==> src/rtl/imm_gen_pipe.sv <==
// RV immediate generator with a DEPTH-entry output FIFO and a saturating illegal-opcode counter.
// Define IMMGEN_CSR_EN to decode SYSTEM/CSR instructions; otherwise SYSTEM is illegal.
module imm_gen_pipe #(
  parameter int XLEN  = 32,
  parameter int DEPTH = 2,
  parameter int CNT_W = 8
) (
  input  logic             iCLK,
  input  logic             iRST,
  input  logic             iValid,
  output logic             oReady,
  input  logic [31:0]      iInstrucao,
  output logic             oValid,
  input  logic             iReady,
  output logic [XLEN-1:0]  oImm,
  output logic [2:0]       oFmt,
  output logic             oIllegal,
  output logic [CNT_W-1:0] oIllegalCnt
);
  localparam int PW = $clog2(DEPTH);
  localparam logic [PW:0] FULL = (PW+1)'(DEPTH);

  localparam logic [6:0] OP_LOAD   = 7'b0000011;
  localparam logic [6:0] OP_OPIMM  = 7'b0010011;
  localparam logic [6:0] OP_AUIPC  = 7'b0010111;
  localparam logic [6:0] OP_STORE  = 7'b0100011;
  localparam logic [6:0] OP_OP     = 7'b0110011;
  localparam logic [6:0] OP_LUI    = 7'b0110111;
  localparam logic [6:0] OP_BRANCH = 7'b1100011;
  localparam logic [6:0] OP_JALR   = 7'b1100111;
  localparam logic [6:0] OP_JAL    = 7'b1101111;
`ifdef IMMGEN_CSR_EN
  localparam logic [6:0] OP_SYSTEM = 7'b1110011;
`endif

  typedef struct packed {
    logic [XLEN-1:0] imm;
    logic [2:0]      fmt;
    logic            ill;
  } ent_t;

  logic [31:0]      ins;
  logic [2:0]       f3;
  logic [31:0]      dec_v32;
  logic [2:0]       dec_fmt;
  logic             dec_ill;
  logic [XLEN-1:0]  dec_imm;

  ent_t             mem_q [DEPTH];
  logic [PW-1:0]    wr_q, rd_q;
  logic [PW:0]      cnt_q, cnt_d;
  logic [CNT_W-1:0] ill_cnt_q;
  logic             acc, con;

  assign ins = iInstrucao;
  assign f3  = ins[14:12];

  // Every format fits a 32-bit value whose sign bit is the XLEN extension bit,
  // so decode at 32 bits and widen afterwards.
  always_comb begin
    dec_v32 = '0;
    dec_fmt = 3'd7;
    dec_ill = 1'b1;
    case (ins[6:0])
      OP_LOAD, OP_JALR: begin
        dec_v32 = {{20{ins[31]}}, ins[31:20]};
        dec_fmt = 3'd1; dec_ill = 1'b0;
      end
      OP_OPIMM: begin
        if (f3 == 3'b001 || f3 == 3'b101)
          dec_v32 = {26'b0, (XLEN == 64) ? ins[25] : 1'b0, ins[24:20]};
        else
          dec_v32 = {{20{ins[31]}}, ins[31:20]};
        dec_fmt = 3'd1; dec_ill = 1'b0;
      end
      OP_STORE: begin
        dec_v32 = {{20{ins[31]}}, ins[31:25], ins[11:7]};
        dec_fmt = 3'd2; dec_ill = 1'b0;
      end
      OP_BRANCH: begin
        dec_v32 = {{20{ins[31]}}, ins[7], ins[30:25], ins[11:8], 1'b0};
        dec_fmt = 3'd3; dec_ill = 1'b0;
      end
      OP_LUI, OP_AUIPC: begin
        dec_v32 = {ins[31:12], 12'b0};
        dec_fmt = 3'd4; dec_ill = 1'b0;
      end
      OP_JAL: begin
        dec_v32 = {{12{ins[31]}}, ins[19:12], ins[20], ins[30:21], 1'b0};
        dec_fmt = 3'd5; dec_ill = 1'b0;
      end
      OP_OP: begin
        dec_fmt = 3'd0; dec_ill = 1'b0;
      end
`ifdef IMMGEN_CSR_EN
      OP_SYSTEM: begin
        if (f3 == 3'b101 || f3 == 3'b110 || f3 == 3'b111) begin
          dec_v32 = {27'b0, ins[19:15]};
          dec_fmt = 3'd6;
        end else begin
          dec_v32 = {{20{ins[31]}}, ins[31:20]};
          dec_fmt = 3'd1;
        end
        dec_ill = 1'b0;
      end
`endif
      default: ;
    endcase
  end

  if (XLEN == 64) begin : g_x64
    assign dec_imm = {{32{dec_v32[31]}}, dec_v32};
  end else begin : g_x32
    assign dec_imm = dec_v32;
  end

  assign oReady = (cnt_q != FULL);
  assign oValid = (cnt_q != '0);
  assign acc    = iValid && oReady;
  assign con    = oValid && iReady;

  assign oImm        = mem_q[rd_q].imm;
  assign oFmt        = mem_q[rd_q].fmt;
  assign oIllegal    = mem_q[rd_q].ill;
  assign oIllegalCnt = ill_cnt_q;

  always_comb begin
    cnt_d = cnt_q;
    case ({acc, con})
      2'b10:   cnt_d = cnt_q + 1'b1;
      2'b01:   cnt_d = cnt_q - 1'b1;
      default: ;
    endcase
  end

  always_ff @(posedge iCLK) begin
    if (iRST) begin
      for (int i = 0; i < DEPTH; i++) mem_q[i] <= '0;
      wr_q      <= '0;
      rd_q      <= '0;
      cnt_q     <= '0;
      ill_cnt_q <= '0;
    end else begin
      if (acc) begin
        mem_q[wr_q] <= '{imm: dec_imm, fmt: dec_fmt, ill: dec_ill};
        wr_q        <= wr_q + 1'b1;
        if (dec_ill && ill_cnt_q != '1) ill_cnt_q <= ill_cnt_q + 1'b1;
      end
      if (con) rd_q <= rd_q + 1'b1;
      cnt_q <= cnt_d;
    end
  end
endmodule

==> config.mk <==
export PLATFORM = sky130hd
export DESIGN_NAME = imm_gen_pipe
export DESIGN_NICKNAME = d
export VERILOG_FILES = /design/src/rtl/imm_gen_pipe.sv
export SDC_FILE = /design/constraint.sdc
export NUM_CORES = 1
export LEC_CHECK = 0
export ABC_AREA = 1
export CELL_PAD_IN_SITES_DETAIL_PLACEMENT = 1
export CELL_PAD_IN_SITES_GLOBAL_PLACEMENT = 2
export CORE_MARGIN = 10
export CORE_UTILIZATION = 33
export CTS_BUF_LIST = sky130_fd_sc_hd__clkbuf_8
export CTS_CLUSTER_DIAMETER = 30
export DETAILED_ROUTE_END_ITERATION = 16
export PLACE_DENSITY = 0.79
export SETUP_SLACK_MARGIN = 0.02
export SYNTH_ARGS = -nofsm -noshare
export SYNTH_HDL_FRONTEND = slang
export SYNTH_SLANG_ARGS = --single-unit
==> constraint.sdc <==
create_clock -name iCLK -period 2.94 [get_ports iCLK]
set_input_delay 0.441 -clock iCLK [delete_from_list [all_inputs] [get_ports iCLK]]
set_output_delay 0.441 -clock iCLK [all_outputs]
set_load 0.1 [all_outputs]
==> impl_metrics.json <==
{
  "synth-simple-area-share": 0.249,
  "hold_path.class": "register to register",
  "track_usage": 0.134,
  "critPathKind": "input port to register",
  "relSlewSlack": 0.363,
  "fin_crit_ns": 2.33,
  "synth_adder_area_share": 0.00588,
  "slowest_stage": "nor2_2",
  "worst_slew_pin_slew_ns": 0.954,
  "syn_area_sq_um": 4260,
  "synth_top_area_cell": "edfxtp_1",
  "netlist-cell-type-count": 28,
  "overflow": 0,
  "final_hold_viol_count": 0,
  "ant_nets": 0,
  "grt_pass1_vias": 3710,
  "synth_compound_area_frac": 0.0212,
  "clk_latency_ns": 0.36,
  "io_pins": 82,
  "start_util": 0.337,
  "slew_viol_final": 0,
  "crit_required_ns": 3.15,
  "die_height_um": 134,
  "place_hpwl_mm": 8.32,
  "cts_resized": 0,
  "ir_drop_mv": 0.474,
  "area_growth_pct": 26.1,
  "path_clk_slew_ns": 0.09,
  "path_common_cell": "nand2_1",
  "fin_worst_skew_ns": 0.0134,
  "post-route-period-util": 0.794,
  "yosysWarnings": 0,
  "row_count": 41,
  "clockBufferDepth": 2,
  "fin_setup_tns_ns": 0,
  "wl_per_cell_um": 17.0,
  "first_pass_iters": 4,
  "grt_pass1_wl_mm": 19.0,
  "netlist.area_leader.share": 0.508,
  "cts_setup_buffers": 0,
  "antenna_found_initial": 0,
  "coreArea_sq_um": 12600,
  "synth_mux_area_frac": 0.0952,
  "ys_seq_area_frac": 0.569,
  "cts_made_buffers": 9,
  "nNetsFinal": 564,
  "die_width_um": 134,
  "netlist_top_cells_area": "edfxtp_1, mux2_2, nor2_1, nand2_1, dfxtp_1",
  "fillers": 1481,
  "postSynthCellCount": 445,
  "syn_nets": 483,
  "synth_flop_cell": "edfxtp_1",
  "routed_wl_mm": 11.9,
  "portBuffers": 81,
  "die_area_sq_um": 17800,
  "status": "finished clean",
  "vias": 3337,
  "cap_viol_max_count": 0,
  "synth_edf_count": 72,
  "synth-seq-cells": 85,
  "drcViolationCount": 0,
  "synth_xor_area_frac": 0.00206,
  "worstSetupEndpointType": "register",
  "clock.fmax_mhz": 428,
  "utilization": 0.425,
  "cp_max_fo": 21,
  "rsz0062_at_grt": "no",
  "ctsHoldBuffers": 0,
  "power_leakage_nw": 2.29,
  "cp.arrival_ns": 2.54,
  "critPathMaxStageDelay_ns": 0.73,
  "crit_chain": "clkdlybuf4s50_1 -> nand2_1 -> nor2_2 -> nand2_1 -> nand2_1 -> a21oi_1 -> nor2_2 -> nor2_1 -> nor2_1",
  "start_kind": "input port",
  "cts_sinks": 85,
  "vias_per_cell": 4.75,
  "first_iter_violations": 160,
  "async_reset_ff_frac": 0,
  "grt_max_degree": 37,
  "synth_top_family_by_area": "simple AND/OR/NAND/NOR gates",
  "powerDensity_nw_per_um2": 724,
  "globalplace.congestion": 0.780,
  "clock-root-buffer": "clkbuf_8",
  "cts_tree": "built",
  "antenna_cells": 0,
  "finalSetupViolations": 0,
  "syn_area_per_cell_sq_um": 9.57,
  "drive_gt1_frac": 0.230,
  "htree_levels": 3
}
## synth_stat cells (2+ instances only)
cell	instances
nor2_2	3
nand2_1	82
nand3_2	4
o21ai_0	6
ha_1	2
dfxtp_1	13
clkbuf_1	5
buf_4	3
mux2_2	36
buf_2	8
o211ai_1	2
nand4_1	8
nand3_1	30
edfxtp_1	72
inv_1	35
inv_2	5
nor3_1	4
a21oi_1	8
nor2_1	107
nand2_2	4
## flip-flops by register name, summed over array words and instances, names as in the netlist, named ones only
register	flops
mem_q	72
oIllegalCnt	8
cnt_q	2
rd_q	1
wr_q	1
## kinds of logic (layout without fill, tap and decap cells)
group / Yosys count / in the layout
and+or+nand+nor: 246 / 246
muxes: 36 / 36
AOI/OAI and AO/OA: 17 / 17
buffers and inverters: 58 / 143
xor gates and xnor gates: 1 / 1
DFF: 85 / 85
adders and majority gates: 2 / 2
## cell usage in the layout, fill, tap and decap left out, types with 5 or more instances in the layout
cell type | netlist | final
nor2_1 | 107 | 107
nand2_1 | 82 | 82
edfxtp_1 | 72 | 72
buf_4 | 3 | 51
mux2_2 | 36 | 36
inv_1 | 35 | 35
clkdlybuf4s50_1 | 0 | 35
nand3_1 | 30 | 30
dfxtp_1 | 13 | 12
clkbuf_8 | 0 | 9
a21oi_1 | 8 | 8
nand4_1 | 8 | 8
o21ai_0 | 6 | 6
inv_2 | 5 | 5
## worst paths after layout
check,startpoint,end,slack [ns],depth (start not counted)
setup / recovery,iInstrucao[5],mem_q[0][19],0.61,9
hold / removal,rd_q,rd_q,0.46,1
setup reg to reg,cnt_q[0],mem_q[0][19],1.02,7
hold reg to reg,rd_q,rd_q,0.46,1
## stage by stage
stage | total power, mW | std cells | area [sq um] | setup slack (ns) | hold WS, ns
global route | 4.04 | 702 | 5370 | 0.361 | 0.475
detailed placement | 2.93 | 687 | 5130 | 0.222 | 0.443
floorplan | 2.60 | 445 | 4260 | 0.223 | 0.426
finish | 3.89 | 702 | 5370 | 0.606 | 0.458
CTS | 3.93 | 702 | 5370 | 0.607 | 0.457
global placement | 2.91 | 687 | 5130 | 0.292 | 0.434
## final cells by class
cell class | count | area, sq um | share of cell area
Clock buffer | 9 | 124 | 0.0231
Clock inverter | 6 | 111 | 0.0207
Inverter | 41 | 154 | 0.0287
Multi-Input combinational cell | 302 | 1590 | 0.296
Sequential cell | 85 | 2420 | 0.451
Tap cell | 172 | 215 | 0.0401
Timing Repair Buffer | 87 | 753 | 0.140
## worst max-delay path: cells and delay by family
family | cells | cell delay, ns
AND/OR/NAND/NOR | 7 | 1.50
buffers and inverters | 1 | 0.53
AO/OA/AOI/OAI | 1 | 0.06
## routing by layer
layer | share of wire | vias up | routed length (um) | track usage
li1 | - | 1641 | - | -
met1 | 0.44 | 1622 | 5230 | 0.152
met2 | 0.50 | 62 | 5970 | 0.235
met3 | 0.048 | 12 | 569 | 0.0372
met4 | 0.012 | 0 | 137 | 0.0453
met5 | 0 | - | 0 | 0
## power by group
part | leakage [nW] | switching (mW) | internal [mW]
Combinational | 1.31 | 1.10 | 0.338
Sequential | 0.862 | 0.0436 | 1.41
Clock | 0.117 | 0.433 | 0.562
Power figures use the tool's default switching activity.
